==> src/rtl/vga_text_writer.sv <==
// Character-stream front end for the text-mode frame buffer: glyph fetch,
// cursor tracking, control codes and full-screen clear.
module vga_text_writer #(
  parameter int COLS = 80,
  parameter int ROWS = 30
) (
  input  logic         clk,
  input  logic         rst,
  input  logic         in_valid,
  input  logic [7:0]   in_data,
  output logic         in_ready,
  input  logic         clr,
  output logic [6:0]   font_addr,
  input  logic [127:0] font_data,
  output logic         wr,
  output logic [127:0] w_data,
  output logic [6:0]   w_col,
  output logic [4:0]   w_row,
  output logic         busy,
  output logic [6:0]   cur_col,
  output logic [4:0]   cur_row
);

  typedef enum logic [2:0] {
    S_IDLE  = 3'd0,
    S_FETCH = 3'd1,
    S_WAIT  = 3'd2,
    S_WRITE = 3'd3,
    S_CLEAR = 3'd4
  } state_t;

  localparam logic [6:0] COL_MAX = 7'(COLS - 1);
  localparam logic [4:0] ROW_MAX = 5'(ROWS - 1);

  state_t         state_q, state_d;
  logic           wr_q, wr_d;
  logic [127:0]   w_data_q, w_data_d;
  logic [6:0]     w_col_q, w_col_d;
  logic [4:0]     w_row_q, w_row_d;
  logic [6:0]     font_addr_q, font_addr_d;
  logic [6:0]     cur_col_q, cur_col_d;
  logic [4:0]     cur_row_q, cur_row_d;
  logic           accept_s;
  logic           printable_s;
  logic [6:0]     adv_col_s;
  logic [4:0]     adv_row_s;
  logic [4:0]     next_row_s;

  assign in_ready    = (state_q == S_IDLE) && !clr && !rst;
  assign accept_s    = in_valid && in_ready;
  assign printable_s = (in_data >= 8'h20) && (in_data <= 8'h7E);

  assign font_addr = font_addr_q;
  assign wr        = wr_q;
  assign w_data    = w_data_q;
  assign w_col     = w_col_q;
  assign w_row     = w_row_q;
  assign cur_col   = cur_col_q;
  assign cur_row   = cur_row_q;
  assign busy      = (state_q != S_IDLE);

  // Cursor successor: one step right, wrapping to the next row and then to row 0.
  always_comb begin
    next_row_s = (cur_row_q == ROW_MAX) ? 5'd0 : cur_row_q + 5'd1;
    if (cur_col_q == COL_MAX) begin
      adv_col_s = 7'd0;
      adv_row_s = next_row_s;
    end else begin
      adv_col_s = cur_col_q + 7'd1;
      adv_row_s = cur_row_q;
    end
  end

  // Next-state and next-output logic for the writer FSM.
  always_comb begin
    state_d     = state_q;
    wr_d        = wr_q;
    w_data_d    = w_data_q;
    w_col_d     = w_col_q;
    w_row_d     = w_row_q;
    font_addr_d = font_addr_q;
    cur_col_d   = cur_col_q;
    cur_row_d   = cur_row_q;
    case (state_q)
      S_IDLE: begin
        if (clr) begin
          state_d  = S_CLEAR;
          wr_d     = 1'b1;
          w_data_d = 128'd0;
          w_col_d  = 7'd0;
          w_row_d  = 5'd0;
        end else if (accept_s) begin
          if (printable_s) begin
            state_d     = S_FETCH;
            font_addr_d = in_data[6:0];
          end else begin
            case (in_data)
              8'h0D: cur_col_d = 7'd0;
              8'h0A: begin
                cur_col_d = 7'd0;
                cur_row_d = next_row_s;
              end
              8'h08: begin
                if (cur_col_q != 7'd0) begin
                  cur_col_d = cur_col_q - 7'd1;
                end else if (cur_row_q != 5'd0) begin
                  cur_col_d = COL_MAX;
                  cur_row_d = cur_row_q - 5'd1;
                end else begin
                  cur_col_d = cur_col_q;
                end
              end
              default: cur_col_d = cur_col_q;
            endcase
          end
        end else begin
          state_d = S_IDLE;
        end
      end
      S_FETCH: state_d = S_WAIT;
      // ROM output is valid now; capture it together with the write position.
      S_WAIT: begin
        state_d   = S_WRITE;
        wr_d      = 1'b1;
        w_data_d  = font_data;
        w_col_d   = cur_col_q;
        w_row_d   = cur_row_q;
        cur_col_d = adv_col_s;
        cur_row_d = adv_row_s;
      end
      S_WRITE: begin
        state_d = S_IDLE;
        wr_d    = 1'b0;
      end
      S_CLEAR: begin
        if ((w_col_q == COL_MAX) && (w_row_q == ROW_MAX)) begin
          state_d   = S_IDLE;
          wr_d      = 1'b0;
          cur_col_d = 7'd0;
          cur_row_d = 5'd0;
        end else if (w_col_q == COL_MAX) begin
          w_col_d = 7'd0;
          w_row_d = w_row_q + 5'd1;
        end else begin
          w_col_d = w_col_q + 7'd1;
        end
      end
      default: begin
        state_d = S_IDLE;
        wr_d    = 1'b0;
      end
    endcase
  end

  // State and output registers with synchronous reset.
  always_ff @(posedge clk) begin
    if (rst) begin
      state_q     <= S_IDLE;
      wr_q        <= 1'b0;
      w_data_q    <= 128'd0;
      w_col_q     <= 7'd0;
      w_row_q     <= 5'd0;
      font_addr_q <= 7'd0;
      cur_col_q   <= 7'd0;
      cur_row_q   <= 5'd0;
    end else begin
      state_q     <= state_d;
      wr_q        <= wr_d;
      w_data_q    <= w_data_d;
      w_col_q     <= w_col_d;
      w_row_q     <= w_row_d;
      font_addr_q <= font_addr_d;
      cur_col_q   <= cur_col_d;
      cur_row_q   <= cur_row_d;
    end
  end

endmodule

==> config.mk <==
export PLATFORM = sky130hd
export DESIGN_NAME = vga_text_writer
export DESIGN_NICKNAME = d
export VERILOG_FILES = /design/src/rtl/vga_text_writer.sv
export SDC_FILE = /design/constraint.sdc
export NUM_CORES = 1
export LEC_CHECK = 0
export BUFFER_PORTS_ARGS = -buffer_cell sky130_fd_sc_hd__buf_4
export CAP_MARGIN = 10
export CORE_AREA = 2 2 118 120
export CTS_CLUSTER_SIZE = 30
export DETAILED_ROUTE_END_ITERATION = 8
export DIE_AREA = 0 0 120 122
export HOLD_SLACK_MARGIN = 0.05
export PLACE_DENSITY = 0.91
export SETUP_SLACK_MARGIN = 0.05
export SLEW_MARGIN = 20
export SYNTH_ARGS = -nofsm -noshare
export SYNTH_HDL_FRONTEND = slang
export SYNTH_SLANG_ARGS = --single-unit
==> constraint.sdc <==
create_clock -name clk -period 5.05 [get_ports clk]
set_input_delay 1.515 -clock clk [delete_from_list [all_inputs] [get_ports clk]]
set_output_delay 1.515 -clock clk [all_outputs]
set_load 0.005 [all_outputs]
==> results summary, run 1 <==
The y dimension of the die came out at 122 um. The endpoint type of the worst setup path is an output pin. The power density over the cells is 300 nW/um^2. The depth of the worst hold-timing path came out at 2. The detailed-routed wire length on met2 is 11300 um. By instance count, the leading cell after synthesis is sky130_fd_sc_hd__nor2_1. The global-route usage over all layers is 0.283. Each instance of the synthesized netlist takes up on average 8.92 sq um. In this run the power spent charging and discharging nets is 0.717 mW. In the synthesized netlist the dominant register cell turns out to be sky130_fd_sc_hd__dfxtp_1. The class of the most critical setup path is input pin to output pin. For this run, the number of Yosys warnings is 0. The area growth from synthesis to layout came out at 43.2%.

The die covers 14600 sq um. In this run the standard cell core region covers 13500 sq um. The final antenna-violating net count came out at 0. For this block, wires on met1 add up to 8170 um. The leakage power total came out at 4.05 nW. The flow ran to the end, and the final reports show no timing, DRC or antenna violations. For the worst-skew pair, the clock arrives at the later sink with an insertion delay of 0.44 ns. The width of the die is 120 um. The cell sitting at the root of the clock tree is a sky130_fd_sc_hd__clkbuf_16. Row generation in the floorplan step produced 43 rows. The critical path arrival came out at 2.44 ns. Of the total power, registers draw 0.463. Dividing the detail-routed wire length by the instance count gives 18.3 um.

The number of different library cells used by synthesis comes to 63. The via density per instance is 5.74. Static timing analysis puts the maximum clock frequency at 0.253 GHz. Counting instances in the post-synthesis netlist gives the leading cell types as sky130_fd_sc_hd__nor2_1, sky130_fd_sc_hd__dfxtp_1, sky130_fd_sc_hd__a22oi_1. The data required time of the worst path is 3.54 ns. The setup TNS is 0 ns. The measured slew at the worst slew-check pin came out at 1.00 ns. The final weighted congestion in routability-driven placement came out at 0.880. On the critical path, the stage with the largest delay is an instance of sky130_fd_sc_hd__buf_4.

The share of Yosys cell area claimed by the top area cell type is 0.492. The via count of the first global-routing pass is 6575. The number of cells traversed by the worst register-to-register path is 8. The time the final worst path needs with I/O delays and setup is 3.95 ns. The total CTS buffers is 17. The longest clock path from root to sink contains 2 buffers. The worst setup skew after layout came out at 0.0224 ns. The register clock-pin slew on the reported worst setup and hold paths is 0.06 ns. CTS saw 163 sinks.

The type of element launching the critical path is an input pin. The tool flagged a number of max-cap violations equal to 0. Counting the fill cells in the layout gives 1004. In the routed design, unresolved DRC markers number 0. TritonCTS built the clock tree. The number of setup buffers added after CTS is 0. The async set-reset flop share out of synthesis is 0. In this run the cell area of the synthesized design comes to 6640 sq um. Global routing finished with a remaining overflow of 0. The number of hold buffers added after CTS came out at 0. The initial utilization of the core area, before any placement, comes to 0.491. Among the stages of the critical path, the cell type that occurs most often is sky130_fd_sc_hd__buf_4. The number of DRC markers in iteration 0 is 688. The post-CTS resize count came out at 0. Summed over all instances, the cell type with the most area after synthesis is sky130_fd_sc_hd__dfxtp_1. In this design, the largest share of critical-path delay is due to buffers and inverters. The largest voltage drop on the vdd net came out at 0.215 mV. The detailed-route via count came out at 6890. The post-layout instance area is 9500 sq um. Of the total power, the clock network draws 0.440. The number of standard cells after synthesis is 744.

The number of setup violations in the final report came out at 0. The total wire length after detailed routing is 22000 um. The maximum fanout along the worst path is 84. The count of boundary I/O pins is 302.

Together, buffers and inverters on the worst path number 2. Detailed placement ended at an HPWL of 15100 um. The highest signal layer in the routed design is met4. The initial antenna violation count came to 0. In the final design database the tool counted 1157 nets. The relative slew slack came out at 0.328. The final number of max-transition violations came to 0. The number of endpoints with negative hold slack in the final report came out at 0. The met3 wirelength from detailed routing came out at 1820 um.

The standard cell area after detailed placement is 8930 sq um. The post-synthesis net count is 894. The signal on the critical path passes through buf_4 -> nor3_1 -> buf_4. The power share of the combinational group came out at 0.097.

The count of buffers from port buffering came out at 301. Of the total power, the share spent switching nets is 0.252. The number of enable flip-flop cells after synthesis came out at 0. The delay of the slowest critical-path stage came out at 0.63 ns.

The tightest min-delay check is of the flop to flop type. The post-synthesis sequential element count is 163. The internal portion of the total power is 2.13 mW.

The clock tree synthesis step divided the H-tree into 4 levels. The first-pass GRT wire length came out at 33000 um. The final critical-path share of the clock period came out at 0.783. Entering global routing, the biggest net connects 85 pins.

Of the cells placed in the final design, the portion with a size suffix greater than 1 is 0.351. Setup repair after global routing left no endpoint under its margin. The detailed-router iteration count before antenna repair is 5.

The sequential area share after synthesis is 0.492. In this run the number of cells on the critical path is 3. The number of diodes is 0. By area the synthesized netlist is led by sky130_fd_sc_hd__dfxtp_1, sky130_fd_sc_hd__a22oi_1, sky130_fd_sc_hd__nor2_1.
worst min-delay path: stages (launching register included):
cell	delay, ns
sky130_fd_sc_hd__dfxtp_1	0.32
sky130_fd_sc_hd__nand3_1	0.07
sky130_fd_sc_hd__a21oi_1	0.06
registers in the layout, indices dropped and copies added, names as in the netlist:
| name | count |
|---|---|
| cur_col | 7 |
| cur_row | 5 |
| w_row | 5 |
| w_col | 7 |
| wr | 1 |
| state_q | 3 |
| font_addr | 7 |
| w_data | 128 |
per-stage QoR:
stage / power [mW] / setup slack [ns] / std cells / util / hold slack, ns
final: 2.85 / 1.10 / 1200 / 0.704 / 0.495
after global routing: 2.95 / 1.03 / 1200 / 0.704 / 0.518
after CTS: 2.86 / 1.07 / 1200 / 0.704 / 0.497
after detailed placement: 1.62 / 1.06 / 1168 / 0.662 / 0.484
after global placement: 1.61 / 1.06 / 1168 / 0.662 / 0.477
after floorplan: 1.48 / 1.39 / 744 / - / 0.477
power by group through the flow:
stage	logic [mW]	registers [mW]	clock network, mW
finish	0.277	1.32	1.25
global route	0.300	1.32	1.33
CTS	0.275	1.32	1.27
detailed placement	0.273	1.35	0
global placement	0.268	1.35	0
floorplan	0.134	1.34	0
per-layer routing:
metal	GRT usage	vias to the layer above
li1	-	3221
met1	0.319	3262
met2	0.482	341
met3	0.100	66
met4	0.128	0
met5	0	-
kinds of logic after synthesis:
family | after synthesis | synth area share
and+or+nand+nor | 258 | 0.176
buffers and inverters | 74 | 0.0456
adders and majority gates | 10 | 0.0189
xor gates and xnor gates | 7 | 0.00924
muxes | 9 | 0.0136
AOI/OAI and AO/OA | 223 | 0.245
DFF | 163 | 0.492
final cells by class:
type                            instances  area, sq um  area share
Sequential cell                       163         3260       0.343
Tap cell                              180          225      0.0237
Multi-Input combinational cell        507         3090       0.325
Timing Repair Buffer                  307         2320       0.244
Inverter                               11         41.3     0.00435
Clock buffer                           19          443      0.0466
Clock inverter                         13          124      0.0130
cells in the final DEF, fill, tap and decap left out, types with 8 or more instances in the layout:
master	n
sky130_fd_sc_hd__buf_4	306
sky130_fd_sc_hd__a22oi_1	131
sky130_fd_sc_hd__dfxtp_1	163
sky130_fd_sc_hd__o21ai_0	19
sky130_fd_sc_hd__nand2_1	22
sky130_fd_sc_hd__mux2i_1	9
sky130_fd_sc_hd__inv_1	10
sky130_fd_sc_hd__a21oi_1	23
sky130_fd_sc_hd__ha_1	10
sky130_fd_sc_hd__nand3_1	20
sky130_fd_sc_hd__nor2_1	173
sky130_fd_sc_hd__nor3_1	8
sky130_fd_sc_hd__a211oi_1	8
sky130_fd_sc_hd__clkbuf_16	17
worst paths after layout:
path / startpoint / to / slack, ns
max: rst / in_ready / 1.10
min: wr / wr / 0.49
max reg2reg: cur_col[0] / cur_col[2] / 2.25
min reg2reg: wr / wr / 0.49
No activity file was read; power rests on OpenSTA's default activity.
==> run 2: changes to the inputs <==
--- a/config.mk
+++ b/config.mk
@@ -7,12 +7,12 @@
 export LEC_CHECK = 0
 export BUFFER_PORTS_ARGS = -buffer_cell sky130_fd_sc_hd__buf_4
 export CAP_MARGIN = 10
-export CORE_AREA = 2 2 118 120
+export CORE_AREA = 2 2 122 124
 export CTS_CLUSTER_SIZE = 30
 export DETAILED_ROUTE_END_ITERATION = 8
-export DIE_AREA = 0 0 120 122
+export DIE_AREA = 0 0 124 126
 export HOLD_SLACK_MARGIN = 0.05
-export PLACE_DENSITY = 0.91
+export PLACE_DENSITY = 0.86
 export SETUP_SLACK_MARGIN = 0.05
 export SLEW_MARGIN = 20
 export SYNTH_ARGS = -nofsm -noshare
==> constraint.sdc (replaced) <==
create_clock -name clk -period 4 [get_ports clk]
set_input_delay 1.2 -clock clk [delete_from_list [all_inputs] [get_ports clk]]
set_output_delay 1.2 -clock clk [all_outputs]
set_load 0.005 [all_outputs]
==> results summary, run 2 (synthesis gave the netlist of run 1 again) <==
The number of non-filler instances in the completed layout was 1204 (+0.33%). The post-layout instance area came out at 9460 sq um (-0.41%). The leakage power total was 4.02 nW (-0.82%). The register-to-register path setup slack is 1.46 ns (-0.79 ns).

The width of the die came to 124 um (+3.3%). The clock power share is 0.422 (-0.018). The core area is 14300 sq um (+6.0%).

The initial antenna violation count was 0 (unchanged). The total wire length after detailed routing is 21800 um (-0.88%). The count of boundary I/O pins is 302 (unchanged). The setup TNS was 0 ns (unchanged). The highest signal layer in the routed design is met4. The global-route usage over all layers came to 0.274 (-0.00907). Leaving out fill and tap cells, the most frequent cell in the layout is sky130_fd_sc_hd__buf_4. The final core utilization was 0.661 (-0.0425). The cell sitting at the root of the clock tree is a sky130_fd_sc_hd__clkbuf_16. The final weighted congestion in routability-driven placement is 0.931 (+5.9%).

The power share of the combinational group came out at 0.100 (+0.003). The post-placement setup slack came out at 0.896 ns (-0.165 ns). The cell count after placement is 1173 (+0.43%).

Setup repair after global routing left no endpoint under its margin. The data required time of the worst path is 2.80 ns (-0.74 ns). The met3 wirelength from detailed routing is 1660 um (-8.8%). In this run the critical register-to-register path is launched from state_q[0]. The internal power summed over all cells is 2.62 mW (+23%). The total CTS buffers is 17 (unchanged).

The clock latency of the later-clocked register in the worst-skew pair came out at 0.42 ns (-0.02 ns). The power density over the cells came to 368 nW/um^2 (+23%). The total number of clock tree sinks is 163 (unchanged). The number of endpoints with negative hold slack in the final report came to 0 (unchanged). The average wire per cell in the routed design was 18.1 um (-1.2%). The total half-perimeter wirelength after legalization and detailed placement came out at 15000 um (-1.1%). The worst setup skew after layout is 0.00942 ns (-0.0130 ns). The proportion of layout cells with a drive suffix above 1 came to 0.349 (-0.00196). The routed metal-1 wire length was 8420 um (+3.1%). The depth of the worst hold-timing path came out at 2 (unchanged). The area of the die came out at 15600 sq um (+6.7%).

The pin count of the biggest net entering global routing came out at 86 (+1.2%). The final critical-path share of the clock period came out at 0.790. The detailed-route via count came out at 6792 (-1.4%). The maximum fanout along the worst path was 15 (-82%).

The startpoint identified for the worst hold timing path is w_data[69]. The number of design rule violations left after detail routing is 0 (unchanged). The y dimension of the die came out at 126 um (+3.3%). The measured slew at the worst slew-check pin is 0.921 ns (-0.0835 ns). In this run the critical register-to-register path is captured at cur_row[0]. The post-CTS setup-driven buffer insertion count is 0 (unchanged). The type of element launching the critical path is a flop. Based on the critical path, the design can be clocked at up to 0.316 GHz. From synthesis to final layout, the design area changed by 42.6%.

The number of flip-flops in the largest register came out at 128 (unchanged). The most critical setup path has its startpoint at state_q[0]. The deepest clock path buffer count was 2 (unchanged). The effective utilization at floorplan is 0.464 (-0.0278).

The via density per instance is 5.64 (-1.7%). The detailed-routed wire length on met2 is 10800 um (-4.0%). The detailed-router iteration count before antenna repair is 5 (unchanged).

The final worst slack was 0.840 ns (-0.256 ns). The share of power burned in registers is 0.478 (+0.015). The net switching power came to 0.868 mW (+21%). The critical path arrival came out at 1.96 ns (-0.48 ns). The final number of max-transition violations is 0 (unchanged). The count of buffers from port buffering is 301 (unchanged).

The first-pass GRT wire length is 33500 um (+1.7%). The register clock-pin slew on the reported worst setup and hold paths is 0.06 ns (about the same). The number of cells traversed by the worst register-to-register path came out at 7 (-1). The final antenna-violating net count is 0 (unchanged).

The post-CTS resize count is 0 (unchanged). The switching part of the total power is 0.249 (-0.00276). The standard cell area after detailed placement is 8930 sq um (unchanged). The number of hold buffers added after CTS is 0 (unchanged).

The number of setup violations in the final report came out at 0 (unchanged). The time the final worst path needs with I/O delays and setup came out at 3.16 ns. The number of placement rows came out at 44 (+2.3%). The leftover overflow at the end of global routing is 0 (unchanged). The via count of the first global-routing pass came out at 6411 (-2.5%). The number of nets in the final layout is 1158 (+0.086%). The run finished with clean final reports. The library cells used most frequently in the layout, excluding fill and tap cells, are sky130_fd_sc_hd__buf_4, sky130_fd_sc_hd__nor2_1, sky130_fd_sc_hd__dfxtp_1. The worst setup path is captured at an output pin. The H-tree depth reported by CTS is 4 (unchanged). The critical path is of the flop to output pin type. TritonCTS built the clock tree. The worst hold path terminates at w_data[69]. The count of max-cap constraint violations came to 0 (unchanged). The number of DRC markers in iteration 0 came out at 621 (-9.7%). The worst hold path belongs to the class flop to flop. The relative slew slack was 0.386 (+0.0582). The largest voltage drop on the vdd net came out at 0.281 mV (+30%). The number of diodes came to 0 (unchanged).
run 2: worst max-delay path by stage:
stage | slack (ns) | end | cells after the start
after detailed placement | 0.90 | font_addr[4] | 6
after global routing | 0.78 | in_ready | 4
final | 0.84 | in_ready | 4
after global placement | 0.95 | font_addr[5] | 6
after CTS | 0.91 | in_ready | 4
after floorplan | 0.97 | in_ready | 3
run 2: final cells by class:
cell class / instances / area, sq um
Sequential cell: 163 / 3260
Clock buffer: 21 / 450
Multi-Input combinational cell: 507 / 3090
Tap cell: 184 / 230
Clock inverter: 10 / 77.6
Inverter: 11 / 41.3
Timing Repair Buffer: 308 / 2310
Fill cell: 1157 / 4850
run 2: worst max-delay path, stage by stage, from the launching register on:
cell	delay, ns
sky130_fd_sc_hd__dfxtp_1	0.50
sky130_fd_sc_hd__nor3_2	0.55
sky130_fd_sc_hd__inv_2	0.17
sky130_fd_sc_hd__nor3_1	0.17
sky130_fd_sc_hd__buf_4	0.14
run 2: per-stage QoR:
stage	power, mW	hold WS [ns]
6_report	3.49	0.501
5_1_grt	3.61	0.525
4_1_cts	3.51	0.499
3_5_place_dp	2.04	0.485
3_3_place_gp	2.04	0.479
2_1_floorplan	1.86	0.477
run 2: power by group through the flow:
| stage | clock network (mW) | logic, mW | registers, mW |
|---|---|---|---|
| after global placement | 0 | 0.338 | 1.70 |
| final | 1.47 | 0.348 | 1.67 |
| after global routing | 1.56 | 0.378 | 1.67 |
| after floorplan | 0 | 0.169 | 1.69 |
| after CTS | 1.50 | 0.345 | 1.66 |
| after detailed placement | 0 | 0.343 | 1.70 |
run 2: per-layer routing:
| metal | global-route usage | vias to the layer above |
|---|---|---|
| met5 | 0 | - |
| li1 | - | 3215 |
| met3 | 0.0856 | 58 |
| met1 | 0.326 | 3219 |
| met4 | 0.132 | 0 |
| met2 | 0.446 | 300 |
==> run 3: changes to the inputs <==
==> constraint.sdc (replaced) <==
create_clock -name clk -period 3 [get_ports clk]
set_input_delay 0.9 -clock clk [delete_from_list [all_inputs] [get_ports clk]]
set_output_delay 0.9 -clock clk [all_outputs]
set_load 0.005 [all_outputs]
==> results summary, run 3 (synthesis gave the netlist of run 1 again) <==
The detailed-route via count came to 6927 (+2.0%). The final antenna-violating net count was 0 (unchanged). The final critical-path share of the clock period came out at 0.848.

The number of DRC markers in iteration 0 is 563 (-9.3%). The worst setup skew after layout is 0.0121 ns (+0.00266 ns). The number of flip-flops in the largest register is 128 (unchanged). The count of buffers from port buffering is 301 (unchanged). The number of setup violations in the final report is 0 (unchanged). The net switching power came to 1.21 mW (+39%). The kind of cell adding the most delay to the critical path is simple AND/OR/NAND/NOR gates. The deepest clock path buffer count came out at 2 (unchanged). The first-pass GRT wire length came out at 33900 um (+1.2%). The time the final worst path needs with I/O delays and setup came out at 2.54 ns. The via count of the first global-routing pass is 6669 (+4.0%). TritonCTS built the clock tree. The leading cell type in the layout, fill and taps excluded is sky130_fd_sc_hd__buf_4. The delay of the slowest critical-path stage is 0.41 ns (-0.14 ns). The data required time of the worst path came out at 3.32 ns (+0.52 ns). The global-route usage over all layers came out at 0.277 (+0.00286).

The number of placement rows came to 44 (unchanged). The number of design rule violations left after detail routing was 0 (unchanged). The critical path arrival is 2.87 ns (+0.91 ns).

The count of boundary I/O pins is 302 (unchanged). Based on the critical path, the design can be clocked at up to 0.393 GHz. The internal power summed over all cells came out at 3.66 mW (+40%). The effective utilization at floorplan came out at 0.464 (unchanged). Walking the worst path, the cells encountered are buf_4 -> nor2_1 -> and3_1 -> nand2_1 -> nor2_1 -> o221ai_1 -> a311oi_1.

The count of max-cap constraint violations came out at 0 (unchanged). The met3 routing resource usage after global routing is 0.0865 (+0.000906). The run finished with clean final reports. The largest voltage drop on the vdd net came to 0.349 mV (+24%). The dominant cell type by count on the critical path is sky130_fd_sc_hd__nor2_1. The average wire per cell in the routed design is 18.0 um (-0.47%).

The count of buffering cells on the critical path with inverters included came to 1 (-1). The cell with the biggest individual delay on the critical path is sky130_fd_sc_hd__nor2_1. The H-tree depth reported by CTS came out at 4 (unchanged). The clock power share came out at 0.446 (+0.024). The post-CTS resize count came out at 0 (unchanged). The pin count of the biggest net entering global routing came out at 79 (-8.1%). The post-layout instance area is 9600 sq um (+1.4%).

The setup TNS came out at 0 ns (unchanged). The power density over the cells is 507 nW/um^2 (+38%). The number of nets in the final layout came out at 1165 (+0.60%). The final weighted congestion in routability-driven placement came out at 0.924 (-0.84%). The initial antenna violation count is 1 (+1). The total number of clock tree sinks is 163 (unchanged). The total half-perimeter wirelength after legalization and detailed placement is 15200 um (+1.5%). STA classifies the critical path startpoint as an input pin. The relative slew slack was 0.458 (+0.0721). The y dimension of the die came out at 126 um (unchanged). The met1 usage in global routing came out at 0.320 (-0.00569). The class of the most critical setup path is input pin to flop.

The standard cell area after detailed placement is 9010 sq um (+0.87%). The leakage power total came out at 4.10 nW (+2.0%). The switching part of the total power came out at 0.248 (-0.000784). The number of hold buffers added after CTS is 0 (unchanged). The proportion of layout cells with a drive suffix above 1 was 0.355 (+0.00638). The path class of the tightest hold or removal check is flop to flop. The measured slew at the worst slew-check pin came out at 0.813 ns (-0.108 ns). The clock latency of the later-clocked register in the worst-skew pair came out at 0.42 ns (about the same). The cell sitting at the root of the clock tree is a sky130_fd_sc_hd__clkbuf_16. The leftover overflow at the end of global routing came out at 0 (unchanged). The worst setup path is captured at a flop. The width of the die is 124 um (unchanged). The power share of the combinational group came out at 0.099 (about the same). The share of power burned in registers was 0.456 (-0.022). The post-CTS setup-driven buffer insertion count came to 0 (unchanged).

The register clock-pin slew on the reported worst setup and hold paths came out at 0.06 ns (about the same). The final number of max-transition violations is 0 (unchanged). The area of the die came out at 15600 sq um (unchanged).

The number of endpoints with negative hold slack in the final report is 0 (unchanged). The area growth from synthesis to layout came out at 44.6%. The core area came out at 14300 sq um (unchanged). The global routing stage identified its most utilized layer as met2.

The met2 routing resource usage after global routing came out at 0.459 (+0.0129). In the layout the commonest cells are sky130_fd_sc_hd__buf_4, sky130_fd_sc_hd__nor2_1, sky130_fd_sc_hd__dfxtp_1. The via density per instance is 5.72 (+1.3%). The total CTS buffers is 17 (unchanged). Setup repair after global routing left no endpoint under its margin. The maximum fanout along the worst path was 11 (-4). The detailed-router iteration count before antenna repair is 6 (+1).

The total wire length after detailed routing is 21800 um (+0.19%).
run 3: cell count changes in the layout (fill, tap and decap cells not counted):
cell / change
sky130_fd_sc_hd__buf_4: +5
sky130_fd_sc_hd__clkinv_4: +4
sky130_fd_sc_hd__clkbuf_1: -2
sky130_fd_sc_hd__inv_6: -2
sky130_fd_sc_hd__clkbuf_8: -1
sky130_fd_sc_hd__clkinvlp_4: -3
sky130_fd_sc_hd__diode_2: +1
sky130_fd_sc_hd__bufinv_16: +2
sky130_fd_sc_hd__buf_12: +2
sky130_fd_sc_hd__inv_8: +2
run 3: cell type report:
| class | count | area (sq um) |
|---|---|---|
| fillers | 1111 | 4720 |
| flip-flops and latches | 163 | 3260 |
| multi-input cells | 507 | 3090 |
| repair buffers | 315 | 2390 |
| clock buffers | 18 | 429 |
| well taps | 184 | 230 |
| clock inverters | 13 | 155 |
| inverters | 11 | 41.3 |
| diodes | 1 | 2.50 |
run 3: tightest hold or removal path: stages (launching register included):
cell and delay (ns):
sky130_fd_sc_hd__dfxtp_1 0.32, sky130_fd_sc_hd__a22oi_1 0.06, sky130_fd_sc_hd__nor2_1 0.08
run 3: through the flow:
step	setup WS, ns	util	power (mW)	std cells	hold WS [ns]
2_1_floorplan	0.575	-	2.48	744	0.477
3_3_place_gp	0.264	0.630	2.73	1180	0.479
3_5_place_dp	0.208	0.630	2.74	1180	0.483
4_1_cts	0.546	0.670	4.89	1211	0.495
5_1_grt	0.403	0.671	5.04	1212	0.526
6_report	0.457	0.671	4.86	1212	0.499
run 3: path summary, 6_finish.rpt:
| path | start | to | slack (ns) | cells past startpoint |
|---|---|---|---|---|
| worst max register to register | cur_row[1] | cur_col[6] | 0.51 | 9 |
| worst min-delay path | w_data[97] | w_data[97] | 0.50 | 2 |
| worst max-delay path | in_data[5] | cur_col[3] | 0.46 | 7 |
| worst min register to register | w_data[97] | w_data[97] | 0.50 | 2 |
run 3: routing by layer:
layer  vias up  part of all wire
met2       300              0.50
met3        67             0.076
met4         0             0.040
met5         -                 0
met1      3331              0.38
li1       3229                 -
run 3: power by group through the flow:
stage          Sequential [mW]  Combinational, mW  Clock [mW]
2_1_floorplan             2.26              0.225           0
3_3_place_gp              2.26              0.466           0
3_5_place_dp              2.27              0.473           0
4_1_cts                   2.22              0.476        2.20
5_1_grt                   2.22              0.520        2.30
6_report                  2.22              0.480        2.17
